## config.mk

```make
export PLATFORM = sky130hd
export DESIGN_NAME = dcache_mem_stage
export DESIGN_NICKNAME = d
export VERILOG_FILES = /design/src/rtl/dcache_mem_stage.sv
export SDC_FILE = /design/constraint.sdc
export NUM_CORES = 1
export LEC_CHECK = 0
export CELL_PAD_IN_SITES_DETAIL_PLACEMENT = 0
export CELL_PAD_IN_SITES_GLOBAL_PLACEMENT = 1
export CORE_MARGIN = 10
export CORE_UTILIZATION = 55
export CTS_BUF_LIST = sky130_fd_sc_hd__clkbuf_8
export CTS_CLUSTER_SIZE = 20
export DETAILED_ROUTE_END_ITERATION = 7
export GPL_ROUTABILITY_DRIVEN = 0
export PLACE_DENSITY_LB_ADDON = 0.1
export SLEW_MARGIN = 0
export SYNTH_ARGS = -nofsm -noshare
export SYNTH_HDL_FRONTEND = slang
export SYNTH_SLANG_ARGS = --single-unit
```

## constraint.sdc

```tcl
create_clock -name CLK -period 16.9 [get_ports CLK]
set_input_delay 1.69 -clock CLK [delete_from_list [all_inputs] [get_ports CLK]]
set_output_delay 1.69 -clock CLK [all_outputs]
set_load 0.005 [all_outputs]
```

## src/rtl/dcache_mem_stage.sv

```systemverilog
// -----------------------------------------------------------------------------
// dcache_mem_stage
//
// Memory-stage data cache controller. Direct-mapped, one 32-bit word per line,
// write-through, no-write-allocate. Talks to main memory over a single
// req/ack handshake with variable latency. Cache_Stall freezes every pipeline
// register (including EX/MEM), so ALUResultM / WriteDataM are held while the
// controller is busy.
//
// Ports:
//   CLK          clock, all state changes on the rising edge
//   RESETn       synchronous active-low reset
//   MemtoRegM    load in M stage
//   MemWriteM    store in M stage (wins when both are set)
//   ALUResultM   byte address, bits [1:0] ignored
//   WriteDataM   store data
//   ReadDataM    load data, valid when MemtoRegM=1 and Cache_Stall=0
//   Cache_Stall  combinational pipeline freeze
//   MemReq       registered main-memory request
//   MemWE        registered write (1) / read (0) qualifier
//   MemAddr      registered word-aligned address
//   MemWData     registered write data
//   MemRData     main-memory read data, valid with MemAck
//   MemAck       one-cycle completion pulse, ignored unless MemReq=1
// -----------------------------------------------------------------------------
module dcache_mem_stage #(
    parameter  int INDEX_BITS = 4,
    localparam int TAG_BITS   = 30 - INDEX_BITS,
    localparam int LINES      = 1 << INDEX_BITS
) (
    input  logic        CLK,
    input  logic        RESETn,
    input  logic        MemtoRegM,
    input  logic        MemWriteM,
    input  logic [31:0] ALUResultM,
    input  logic [31:0] WriteDataM,
    output logic [31:0] ReadDataM,
    output logic        Cache_Stall,
    output logic        MemReq,
    output logic        MemWE,
    output logic [31:0] MemAddr,
    output logic [31:0] MemWData,
    input  logic [31:0] MemRData,
    input  logic        MemAck
);

    typedef enum logic [1:0] {
        IDLE  = 2'd0,
        RFILL = 2'd1,
        WRITE = 2'd2,
        WDONE = 2'd3
    } state_t;

    state_t                  state_q;
    logic                    mem_req_q;
    logic                    mem_we_q;
    logic [31:0]             mem_addr_q;
    logic [31:0]             mem_wdata_q;
    logic [LINES-1:0]        valid_q;

    // Tag/data arrays carry no reset; only the valid bits are cleared.
    logic [TAG_BITS-1:0]     tag_mem  [LINES];
    logic [31:0]             data_mem [LINES];

    logic [INDEX_BITS-1:0]   idx;
    logic [TAG_BITS-1:0]     tag;
    logic [INDEX_BITS-1:0]   fill_idx;
    logic [TAG_BITS-1:0]     fill_tag;
    logic                    hit;
    logic [31:0]             word_addr;
    logic                    unused_addr_bits;

    assign idx       = ALUResultM[INDEX_BITS+1:2];
    assign tag       = ALUResultM[31:INDEX_BITS+2];
    assign hit       = valid_q[idx] && (tag_mem[idx] == tag);
    assign word_addr = {ALUResultM[31:2], 2'b00};

    // Fills are steered by the latched request address, not the live inputs.
    assign fill_idx  = mem_addr_q[INDEX_BITS+1:2];
    assign fill_tag  = mem_addr_q[31:INDEX_BITS+2];

    assign unused_addr_bits = ^ALUResultM[1:0];

    assign MemReq   = mem_req_q;
    assign MemWE    = mem_we_q;
    assign MemAddr  = mem_addr_q;
    assign MemWData = mem_wdata_q;

    // Stall: busy states always stall; IDLE stalls on any store or a load miss.
    // WDONE releases the pipeline for exactly one cycle so the store retires once.
    always_comb begin
        Cache_Stall = 1'b0;
        case (state_q)
            IDLE:    Cache_Stall = MemWriteM || (MemtoRegM && !hit);
            RFILL:   Cache_Stall = 1'b1;
            WRITE:   Cache_Stall = 1'b1;
            WDONE:   Cache_Stall = 1'b0;
            default: Cache_Stall = 1'b0;
        endcase
    end

    always_comb begin
        ReadDataM = 32'd0;
        if (state_q == IDLE && MemtoRegM && !MemWriteM && hit) begin
            ReadDataM = data_mem[idx];
        end
    end

    // Controller FSM with registered memory-interface outputs.
    always_ff @(posedge CLK) begin
        if (!RESETn) begin
            state_q     <= IDLE;
            mem_req_q   <= 1'b0;
            mem_we_q    <= 1'b0;
            mem_addr_q  <= 32'd0;
            mem_wdata_q <= 32'd0;
            valid_q     <= '0;
        end else begin
            case (state_q)
                IDLE: begin
                    if (MemWriteM) begin
                        state_q     <= WRITE;
                        mem_req_q   <= 1'b1;
                        mem_we_q    <= 1'b1;
                        mem_addr_q  <= word_addr;
                        mem_wdata_q <= WriteDataM;
                    end else if (MemtoRegM && !hit) begin
                        state_q    <= RFILL;
                        mem_req_q  <= 1'b1;
                        mem_we_q   <= 1'b0;
                        mem_addr_q <= word_addr;
                    end
                end
                RFILL: begin
                    if (MemAck) begin
                        valid_q[fill_idx] <= 1'b1;
                        mem_req_q         <= 1'b0;
                        state_q           <= IDLE;
                    end
                end
                WRITE: begin
                    if (MemAck) begin
                        mem_req_q <= 1'b0;
                        mem_we_q  <= 1'b0;
                        state_q   <= WDONE;
                    end
                end
                WDONE: begin
                    state_q <= IDLE;
                end
                default: begin
                    state_q <= IDLE;
                end
            endcase
        end
    end

    // Array updates: store hits write through into the line; refills install
    // data and tag. A store miss leaves the arrays untouched (no allocate).
    always_ff @(posedge CLK) begin
        if (RESETn) begin
            if (state_q == IDLE && MemWriteM && hit) begin
                data_mem[idx] <= WriteDataM;
            end else if (state_q == RFILL && MemAck) begin
                data_mem[fill_idx] <= MemRData;
                tag_mem[fill_idx]  <= fill_tag;
            end
        end
    end

endmodule

```

==> summary.md, run 1 <==
| Metric | Value |
|---|---|
| M2 GR Usage | `~38%` |
| WL/cell | `27.7 um` |
| Num ports | `200` |
| FF+latch count, synth | `around 1000` |
| Synth warn | `0` |
| Int Pwr | `about 4.0 mW` |
| Register area share after synthesis | `between 70% and 80%` |
| Critical Path Source Type | `input pin` |
| H-tree lvl count | `4` |
| Worst vdd ir | `about 0.000084 V` |
| Sequential power share | `around 55%` |
| Synth Area in Adders | `less than 1%` |
| Count leader, synth | `edfxtp_1` |
| Row cnt | `roughly 100` |
| Max FO, Critical Path | `between 150 and 200` |
| Antenna-violating nets left | `0` |
| Area contributors post-synth | `edfxtp_1 (70%), mux4_2 (13%), dfxtp_1 (4.1%)` |
| Sw Share | `23.6%` |
| EDFF count, synth | `about 930` |
| Logic pwr share | `under 10%` |
| Crit. End Element | `output port` |
| Synth top area share | `between 60% and 70%` |
| Post-Syn Area | `around 40000 sq um` |
| Main combinational cell family by area after synthesis | `multiplexers` |
| DP Wirelength | `approximately 50000 um` |
| Pre-CTS WS | `~7.4 ns` |
| Clk Latency, worst-skew pair | `~0.8 ns` |
| Status | `finished clean` |
| CTS tree | `done` |
| Critical path arrival | `roughly 8 ns` |
| Die ar. | `around 84000 sq um` |
| Longest Clk Path Bufs | `3` |
| Synth unique cells | `64` |
| GRT Resource Usage Total | `a little under a quarter` |
| Largest net degree at the start of global routing | `160` |
| Die X | `between 200 and 300 um` |
| Ys async rst share | `0%` |
| Setup Buffers After CTS | `0` |
| Setup tns final | `0 ns` |
| Vias in the first global route | `roughly 22000` |
| CORE AREA | `between 70000 and 80000 sq um` |
| Clk pwr share | `between 30 and 40%` |
| Crit path largest cell delay | `0.79 ns` |
| Req. time, crit path | `around 15 ns` |
| DR DRC count | `0` |
| Global Route met3 Usage | `4.44%` |
| Initial core utilization | `55.8%` |
| Slowest CP cell | `nand3_2` |
| DRT Wirelength | `between 90000 and 100000 um` |
| Leak | `around 15 nW` |
| Final setup viols | `0` |
| Cell Pwr Density | `113 nW/um^2` |
| Syn_area_per_cell | `~20 sq um` |
| PnR worst setup slack | `7.26 ns` |
| Synth area leader | `edfxtp_1` |
| Slew Limit Fails | `0` |
| Hold_buf cts | `0` |
| Ys flop type | `edfxtp_1` |
| Crit path time final | `~9.6 ns` |
| Rel. slew slack | `between 10% and 20%` |
| Xor-xnor portion of the synthesized cell area | `less than 1%` |
| Max Freq | `just over 0.1 GHz` |
| Critical path type | `input pin to output port` |
| Hold Path Class | `flop to flop` |
| CP dominant cell by count | `buf_4` |
| Share of layout cells above drive strength 1 | `24.2%` |
| Buffers plus inverters on the worst setup path | `5` |
| Top cells by count, synth | `edfxtp_1 (928), mux4_2 (223), nand2_1 (172)` |
| Worst-Margin Slew | `~1.3 ns` |
| Root buf cell | `clkbuf_8` |
| Port Buffer Count | `195` |
| Final Hold Viols | `0` |
| CTS Buf Count | `approximately 160` |
| Met1 usage | `29.5%` |
| Maxcap violations | `0` |
| Synth-to-Final Area Change | `15.6%` |
| Height of the die | `about 290 um` |
| Complex-gate fraction of the synthesized area | `under 10%` |
| Final period util | `about 57%` |
| Clock-pin transition on the worst setup and hold timing paths | `0.06 ns` |
| Initial antenna violation count | `3` |
| Initial DRT Pass Iterations | `7` |
| Post-CTS resize count | `0` |
| Unrepaired setup endpoints after global routing | `false` |
| Initial DRC Count | `~2000` |
| Final Skew | `approximately 0.033 ns` |
| GR Overflow Total | `0` |
| DR vias/cell | `roughly 6` |
| Count of mapped cells out of synthesis | `2057` |
| Cell Chain, Critical Path | `buf_8, buf_12, buf_4, nand2_1, o22ai_1, o21ai_0, nor3b_1, a2111oi_0, buf_4, o2111a_1, and4_1, nand3_2, nor2b_1, clkdlybuf4s50_1` |
| GR peak layer | `met2` |
| Worst path top cell family by delay | `buffers and inverters` |
| Clock Sinks | `between 1000 and 1500` |
| Post-synthesis simple-gate area fraction | `3.79%` |
| Psw | `about 1.2 mW` |
| Fin nets | `approximately 2500` |
| Post-synthesis mux area share | `between 10% and 20%` |
| First-pass GRT wire length | `142000 um` |
| Total number of vias | `about 21000` |
[per-stage QoR]
step	power, mW	area (sq um)	hold WS (ns)	util (%)	cells
6_report	5.23	46300	0.446	64.5	3434
5_1_grt	5.44	46300	0.458	64.5	3434
4_1_cts	5.28	46300	0.443	64.5	3432
3_5_place_dp	3.35	43300	0.433	60.2	3137
3_3_place_gp	3.34	43300	0.430	60.2	3137
2_1_floorplan	3.16	40100	0.418	-	2058
[cells in the final DEF, fill, tap and decap left out, drive strengths merged, types with 22 or more instances in the layout]
master	n
clkbuf	175
o21ai	26
a22oi	22
nor2	31
inv	82
clkinv	42
mux2	71
mux4	223
buf	55
a21oi	51
edfxtp	928
nand2	172
clkdlybuf4s50	190
nor2b	41
mux2i	112
dfxtp	82
[per-layer routing]
| layer | up-vias | share of wire, % | wire length, um |
|---|---|---|---|
| met5 | - | 0.026 | 25 |
| met4 | 4 | 2.3 | 2170 |
| met3 | 149 | 6.4 | 6050 |
| met2 | 728 | 51 | 48200 |
| met1 | 10800 | 41 | 38800 |
| li1 | 8927 | - | - |
[cells by family after synthesis]
logic type / after synthesis
adders and majority gates: 4
muxes: 406
AOI/OAI and AO/OA: 161
xor gates and xnor gates: 26
DFF: 1010
other: 1
buffers and inverters: 126
and+or+nand+nor: 323
[final timing paths]
path / slack (ns) / depth (start not counted) / from / end
worst max register to register: 12.23 / 10 / tag_mem[5][9] / data_mem[5][26]
worst min register to register: 0.45 / 2 / valid_q[0] / valid_q[0]
worst min-delay path: 0.45 / 2 / valid_q[0] / valid_q[0]
worst max-delay path: 7.26 / 14 / ALUResultM[4] / ReadDataM[2]
[area by class of cell]
cell class	instances	area (sq um)
tap	950	1190
inverter	10	37.5
multi-input combinational	922	10200
timing repair buffer	245	2350
clock inverter	120	619
sequential	1010	29500
antenna	2	5.00
fill	5087	25500
clock buffer	175	2410
[registers in the layout, summed over array words and instances, names as in the netlist]
register  count
data_mem    512
state_q       2
MemReq        1
tag_mem     416
MemWData     32
MemWE         1
valid_q      16
MemAddr      30
[power groups by stage]
stage | logic (mW) | clock network (mW) | registers, mW
after floorplan | 0.252 | 0 | 2.91
after global placement | 0.419 | 0 | 2.92
after detailed placement | 0.426 | 0 | 2.93
after CTS | 0.427 | 1.98 | 2.88
after global routing | 0.455 | 2.10 | 2.88
final | 0.422 | 1.93 | 2.87
[worst reg2reg max path, delay by kind of cell (launching register included)]
| kind | cells | cell delay [ns] |
|---|---|---|
| and+or+nand+nor | 2 | 0.45 |
| muxes | 3 | 1.53 |
| DFF | 1 | 0.38 |
| xor gates and xnor gates | 1 | 0.49 |
| AOI/OAI and AO/OA | 2 | 0.46 |
| buffers and inverters | 2 | 0.96 |
Power figures use the tool's default switching activity.
==> inputs of run 2 (changes only) <==
CORE_UTILIZATION = 49   (was 55)
clock period = 7.7 ns   (was 16.9 ns; I/O delays follow)
==> summary.md, run 2 (same netlist as run 1, synthesis figures left out) <==
| Metric | Value |
|---|---|
| CORE AREA | `between 80000 and 90000 sq um` |
| Worst vdd ir | `approximately 0.00017 V` |
| Initial antenna violation count | `2` |
| Die ar. | `93600 sq um` |
| Commonest cells after routing, fill and taps aside | `edfxtp_1 (928), mux4_2 (223), clkdlybuf4s50_1 (190)` |
| Vias in the first global route | `~22000` |
| Worst hold path depth | `2` |
| Commonest non-fill, non-tap cell in the layout | `edfxtp_1` |
| DP Wirelength | `between 50000 and 60000 um` |
| Clock-pin transition on the worst setup and hold timing paths | `around 0.06 ns` |
| WL/cell | `between 20 and 30 um` |
| Reg2Reg Launch Point | `tag_mem[15][9]` |
| Initial DRC Count | `around 1500` |
| R2R depth | `9` |
| Fin nets | `2459` |
| Num ports | `200` |
| Critical path arrival | `roughly 5.3 ns` |
| Final Hold Viols | `0` |
| Antenna-violating nets left | `0` |
| Power Total | `11.4 mW` |
| Hold_buf cts | `0` |
| FF-to-FF setup slack | `2.69 ns` |
| Non-Filler Instances | `3544` |
| Unrepaired setup endpoints after global routing | `false` |
| Port Buffer Count | `195` |
| Height of the die | `306 um` |
| H-tree lvl count | `4` |
| Fillcell total | `a little over 6000` |
| Cell Pwr Density | `246 nW/um^2` |
| Max FFs per register | `approximately 510` |
| Max Freq | `between 0.15 and 0.2 GHz` |
| Layout Utilization | `57.5%` |
| Root buf cell | `clkbuf_8` |
| Share of layout cells above drive strength 1 | `about 24%` |
| Endpoint of the worst register-to-register path | `tag_mem[10][4]` |
| Clock Sinks | `1010` |
| Crit path from | `ALUResultM[2]` |
| GRT Resource Usage Total | `between 20% and 30%` |
| Req. time, crit path | `6.93 ns` |
| Final setup viols | `0` |
| Crit. End Element | `output port` |
| Final Hold Slack | `around 0.45 ns` |
| DR vias/cell | `roughly 5.7` |
| Critical path type | `input pin to output port` |
| Slew Limit Fails | `0` |
| Crit path time final | `slightly above 6 ns` |
| DRT Wirelength | `97700 um` |
| Total number of vias | `between 20000 and 25000` |
| Worst setup path end | `ReadDataM[30]` |
| Worst-Margin Slew | `roughly 1.3 ns` |
| Final Skew | `0.0388 ns` |
| Initial core utilization | `between 40 and 50%` |
| CTS tree | `done` |
| Status | `finished clean` |
| Rel. slew slack | `between 10% and 20%` |
| Initial DRT Pass Iterations | `5` |
| Final period util | `about four fifths` |
| Post-CTS resize count | `0` |
| Clk Latency, worst-skew pair | `between 0.8 and 0.9 ns` |
| Row cnt | `~100` |
| Placed cells | `3249` |
| Max FO, Critical Path | `71` |
| Critical Path Source Type | `input pin` |
| Hold Path Class | `flop to flop` |
| GR Overflow Total | `0` |
| First-pass GRT wire length | `144000 um` |
| Die X | `roughly 310 um` |
| DR DRC count | `0` |
| Setup Buffers After CTS | `0` |
| Synth-to-Final Area Change | `15.9%` |
| Setup tns final | `0 ns` |
| Longest Clk Path Bufs | `3` |
| Largest net degree at the start of global routing | `83` |
| Leak | `about 15 nW` |
| CTS Buf Count | `between 150 and 200` |
| Largest register by flop count | `data_mem` |
| Maxcap violations | `0` |
## run 2: worst min-delay path by stage
stage | start | endpoint
3_3_place_gp | valid_q[13] | valid_q[13]
4_1_cts | valid_q[5] | valid_q[5]
3_5_place_dp | valid_q[6] | valid_q[6]
6_report | valid_q[6] | valid_q[6]
2_1_floorplan | valid_q[1] | valid_q[1]
5_1_grt | valid_q[5] | valid_q[5]
## run 2: routing by layer
metal / global-route usage [%] / share of wire (%)
met1: 27.2 / 42
met2: 35.9 / 51
met3: 3.93 / 5.3
met4: 6.03 / 1.9
met5: 0 / 0.013
## run 2: cell type report
class / instances / area, sq um / area share [%]
multi-input cells: 922 / 10200 / 22.0
repair buffers: 247 / 2360 / 5.08
diodes: 1 / 2.50 / 0.00539
inverters: 10 / 37.5 / 0.0808
clock inverters: 115 / 528 / 1.14
clock buffers: 179 / 2460 / 5.31
well taps: 1060 / 1330 / 2.86
flip-flops and latches: 1010 / 29500 / 63.5
## run 2: through the flow
stage | area, sq um | setup WS [ns]
floorplan | 40100 | 1.67
global placement | 43400 | 1.24
detailed placement | 43400 | 1.25
CTS | 46400 | 1.57
global route | 46400 | 1.31
finish | 46400 | 1.65
## run 2: report_power, final
group / internal [mW] / total [mW] / switching, mW
Combinational: 0.418 / 0.925 / 0.508
Sequential: 6.18 / 6.32 / 0.137
Clock: 2.14 / 4.20 / 2.06
## run 2: critical path, cell delays in order
cell and delay, ns:
buf_8 0.57, nor2b_1 0.67, a221oi_1 0.25, xor2_1 0.21, a2111oi_0 0.75, o2111a_1 0.40
and4_1 0.35, nand3_2 0.11, buf_4 0.30, nor2b_1 0.21, clkdlybuf4s50_1 0.54
==> inputs of run 3 (changes only) <==
clock period = 5 ns   (was 7.7 ns; I/O delays follow)
==> summary.md, run 3 (same netlist as run 1, synthesis figures left out) <==
| Metric | Value |
|---|---|
| Status | `finished clean` |
| Max FO, Critical Path | `32` |
| Longest Clk Path Bufs | `3` |
| Fin nets | `roughly 2500` |
| Height of the die | `about 310 um` |
| Logic pwr share | `just over 8%` |
| Setup Buffers After CTS | `0` |
| Cell Pwr Density | `between 300 and 400 nW/um^2` |
| Critical Path Source Type | `flop` |
| Initial DRT Pass Iterations | `5` |
| Num ports | `200` |
| Antenna-violating nets left | `0` |
| Initial core utilization | `49.6%` |
| Final Hold Slack | `~0.2 ns` |
| Die ar. | `roughly 94000 sq um` |
| Critical path type | `flop to output port` |
| Largest register by flop count | `data_mem` |
| Max FFs per register | `~510` |
| Placed Instance Area | `around 44000 sq um` |
| DR vias/cell | `between 5 and 6` |
| Largest net degree at the start of global routing | `between 80 and 90` |
| WL/cell | `approximately 27 um` |
| GRT Resource Usage Total | `a little over a fifth` |
| Final Skew | `~0.045 ns` |
| GR Overflow Total | `0` |
| Hold Path Class | `input pin to flop` |
| Max Freq | `between 0.2 and 0.25 GHz` |
| H-tree lvl count | `4` |
| Share of layout cells above drive strength 1 | `about 26%` |
| Worst setup path end | `ReadDataM[10]` |
| Unrepaired setup endpoints after global routing | `false` |
| Hold_buf cts | `0` |
| Final setup viols | `0` |
| Sequential power share | `between 50% and 60%` |
| DR DRC count | `0` |
| CTS tree | `done` |
| Crit path time final | `4.76 ns` |
| Final Hold Viols | `0` |
| Final period util | `a little over nine tenths` |
| R2R depth | `11` |
| Maxcap violations | `0` |
| First-pass GRT wire length | `approximately 140000 um` |
| Clk pwr share | `approximately 37%` |
| DP Wirelength | `about 56000 um` |
| Slowest CP cell | `clkdlybuf4s50_1` |
| Initial DRC Count | `around 1500` |
| Port Buffer Count | `around 200` |
| Commonest non-fill, non-tap cell in the layout | `edfxtp_1` |
| Finished Cell Area | `47400 sq um` |
| Clock Sinks | `a little over 1000` |
| Synth-to-Final Area Change | `18.2%` |
| Reg2Reg Launch Point | `tag_mem[15][5]` |
| Critical path arrival | `~4.3 ns` |
| Cell Chain, Critical Path | `mux4_2, mux2i_1, xnor2_1, nor2_1, nand4_1, a211oi_1, and4_1, nand3_2, buf_12, nor2b_1, clkdlybuf4s50_1` |
| Rel. slew slack | `about 36%` |
| DRT Wirelength | `between 90000 and 100000 um` |
| Crit path from | `tag_mem[15][5]` |
| CTS Buf Count | `165` |
| Crit path largest cell delay | `0.52 ns` |
| Total number of vias | `just over 20000` |
| Vias in the first global route | `around 22000` |
| Clock-pin transition on the worst setup and hold timing paths | `roughly 0.06 ns` |
| Psw | `about 4.2 mW` |
| Sw Share | `a little under a quarter` |
| Int Pwr | `roughly 14 mW` |
| Leak | `15.6 nW` |
| Root buf cell | `clkbuf_8` |
| Crit. End Element | `output port` |
| FF-to-FF setup slack | `1.02 ns` |
| Initial antenna violation count | `2` |
| Clk Latency, worst-skew pair | `slightly above 0.8 ns` |
| Row cnt | `about 100` |
| Hold path startpoint | `RESETn` |
| Die X | `a little over 300 um` |
| Req. time, crit path | `roughly 4.5 ns` |
| Worst vdd ir | `~0.00024 V` |
| Endpoint of the worst register-to-register path | `data_mem[0][31]` |
| Commonest cells after routing, fill and taps aside | `edfxtp_1 (928), mux4_2 (223), clkdlybuf4s50_1 (190)` |
| Worst-Margin Slew | `0.965 ns` |
| CORE AREA | `between 80000 and 90000 sq um` |
| Slew Limit Fails | `0` |
==> run 3: cell types whose count changed in the layout (fill, tap and decap cells not counted), sizes merged <==
cell      before  now
inv           97   75
buf           57  103
clkinv        25   60
bufinv         0    2
clkbuf       179  173
clkinvlp       3    4
==> run 3: final cells by class <==
class,instances,area (sq um)
Timing Repair Buffer,293,3220
Clock buffer,173,2380
Tap cell,1060,1330
Clock inverter,131,651
Fill cell,5963,33400
Inverter,10,37.5
Sequential cell,1010,29500
Antenna cell,1,2.50
Multi-Input combinational cell,922,10200
==> run 3: per-stage QoR <==
step / utilization [%] / instances / setup TNS [ns] / total power, mW / worst slack (ns)
5_1_grt: 58.6 / 3600 / 0 / 18.5 / 0.0444
6_report: 58.6 / 3600 / 0 / 17.7 / 0.242
4_1_cts: 58.6 / 3599 / 0 / 17.9 / 0.00426
2_1_floorplan: - / 2058 / -3.66 / 10.7 / -0.0191
3_5_place_dp: 54.8 / 3295 / -0.335 / 11.4 / -0.0409
3_3_place_gp: 54.8 / 3295 / 0 / 11.3 / 0.0439
==> run 3: routing by layer <==
metal	vias to the layer above	global-route usage, %	wire [um]
met5	-	0	13
met2	597	35.5	49800
met4	2	6.90	2190
met3	153	4.17	5350
met1	10900	27.0	40700
li1	9050	-	-
==> run 3: worst min path at each step <==
stage,endpoint,cells past startpoint
2_1_floorplan,valid_q[1],2
3_3_place_gp,valid_q[10],2
3_5_place_dp,valid_q[0],2
4_1_cts,MemAddr[16],3
5_1_grt,valid_q[0],3
6_report,MemAddr[16],3
==> run 3: what timing repair did <==
item,in CTS,in global routing
pin swaps,0,0
setup endpoints to repair,31,32
hold endpoints to repair,0,0
gates cloned,0,0
resized for setup,1,6
==> run 3: critical path, delay by kind of cell (launching register included) <==
| family | cells | cell delay [ns] |
|---|---|---|
| and+or+nand+nor | 5 | 1.35 |
| buffers and inverters | 2 | 0.71 |
| muxes | 2 | 0.64 |
| DFF | 1 | 0.36 |
| AOI/OAI and AO/OA | 1 | 0.25 |
| xor gates and xnor gates | 1 | 0.11 |
==> run 3: power by group through the flow <==
| stage | Combinational (mW) | Sequential (mW) | Clock (mW) |
|---|---|---|---|
| 2_1_floorplan | 0.852 | 9.83 | 0 |
| 3_3_place_gp | 1.46 | 9.89 | 0 |
| 3_5_place_dp | 1.48 | 9.91 | 0 |
| 4_1_cts | 1.49 | 9.74 | 6.71 |
| 5_1_grt | 1.58 | 9.76 | 7.12 |
| 6_report | 1.46 | 9.74 | 6.54 |
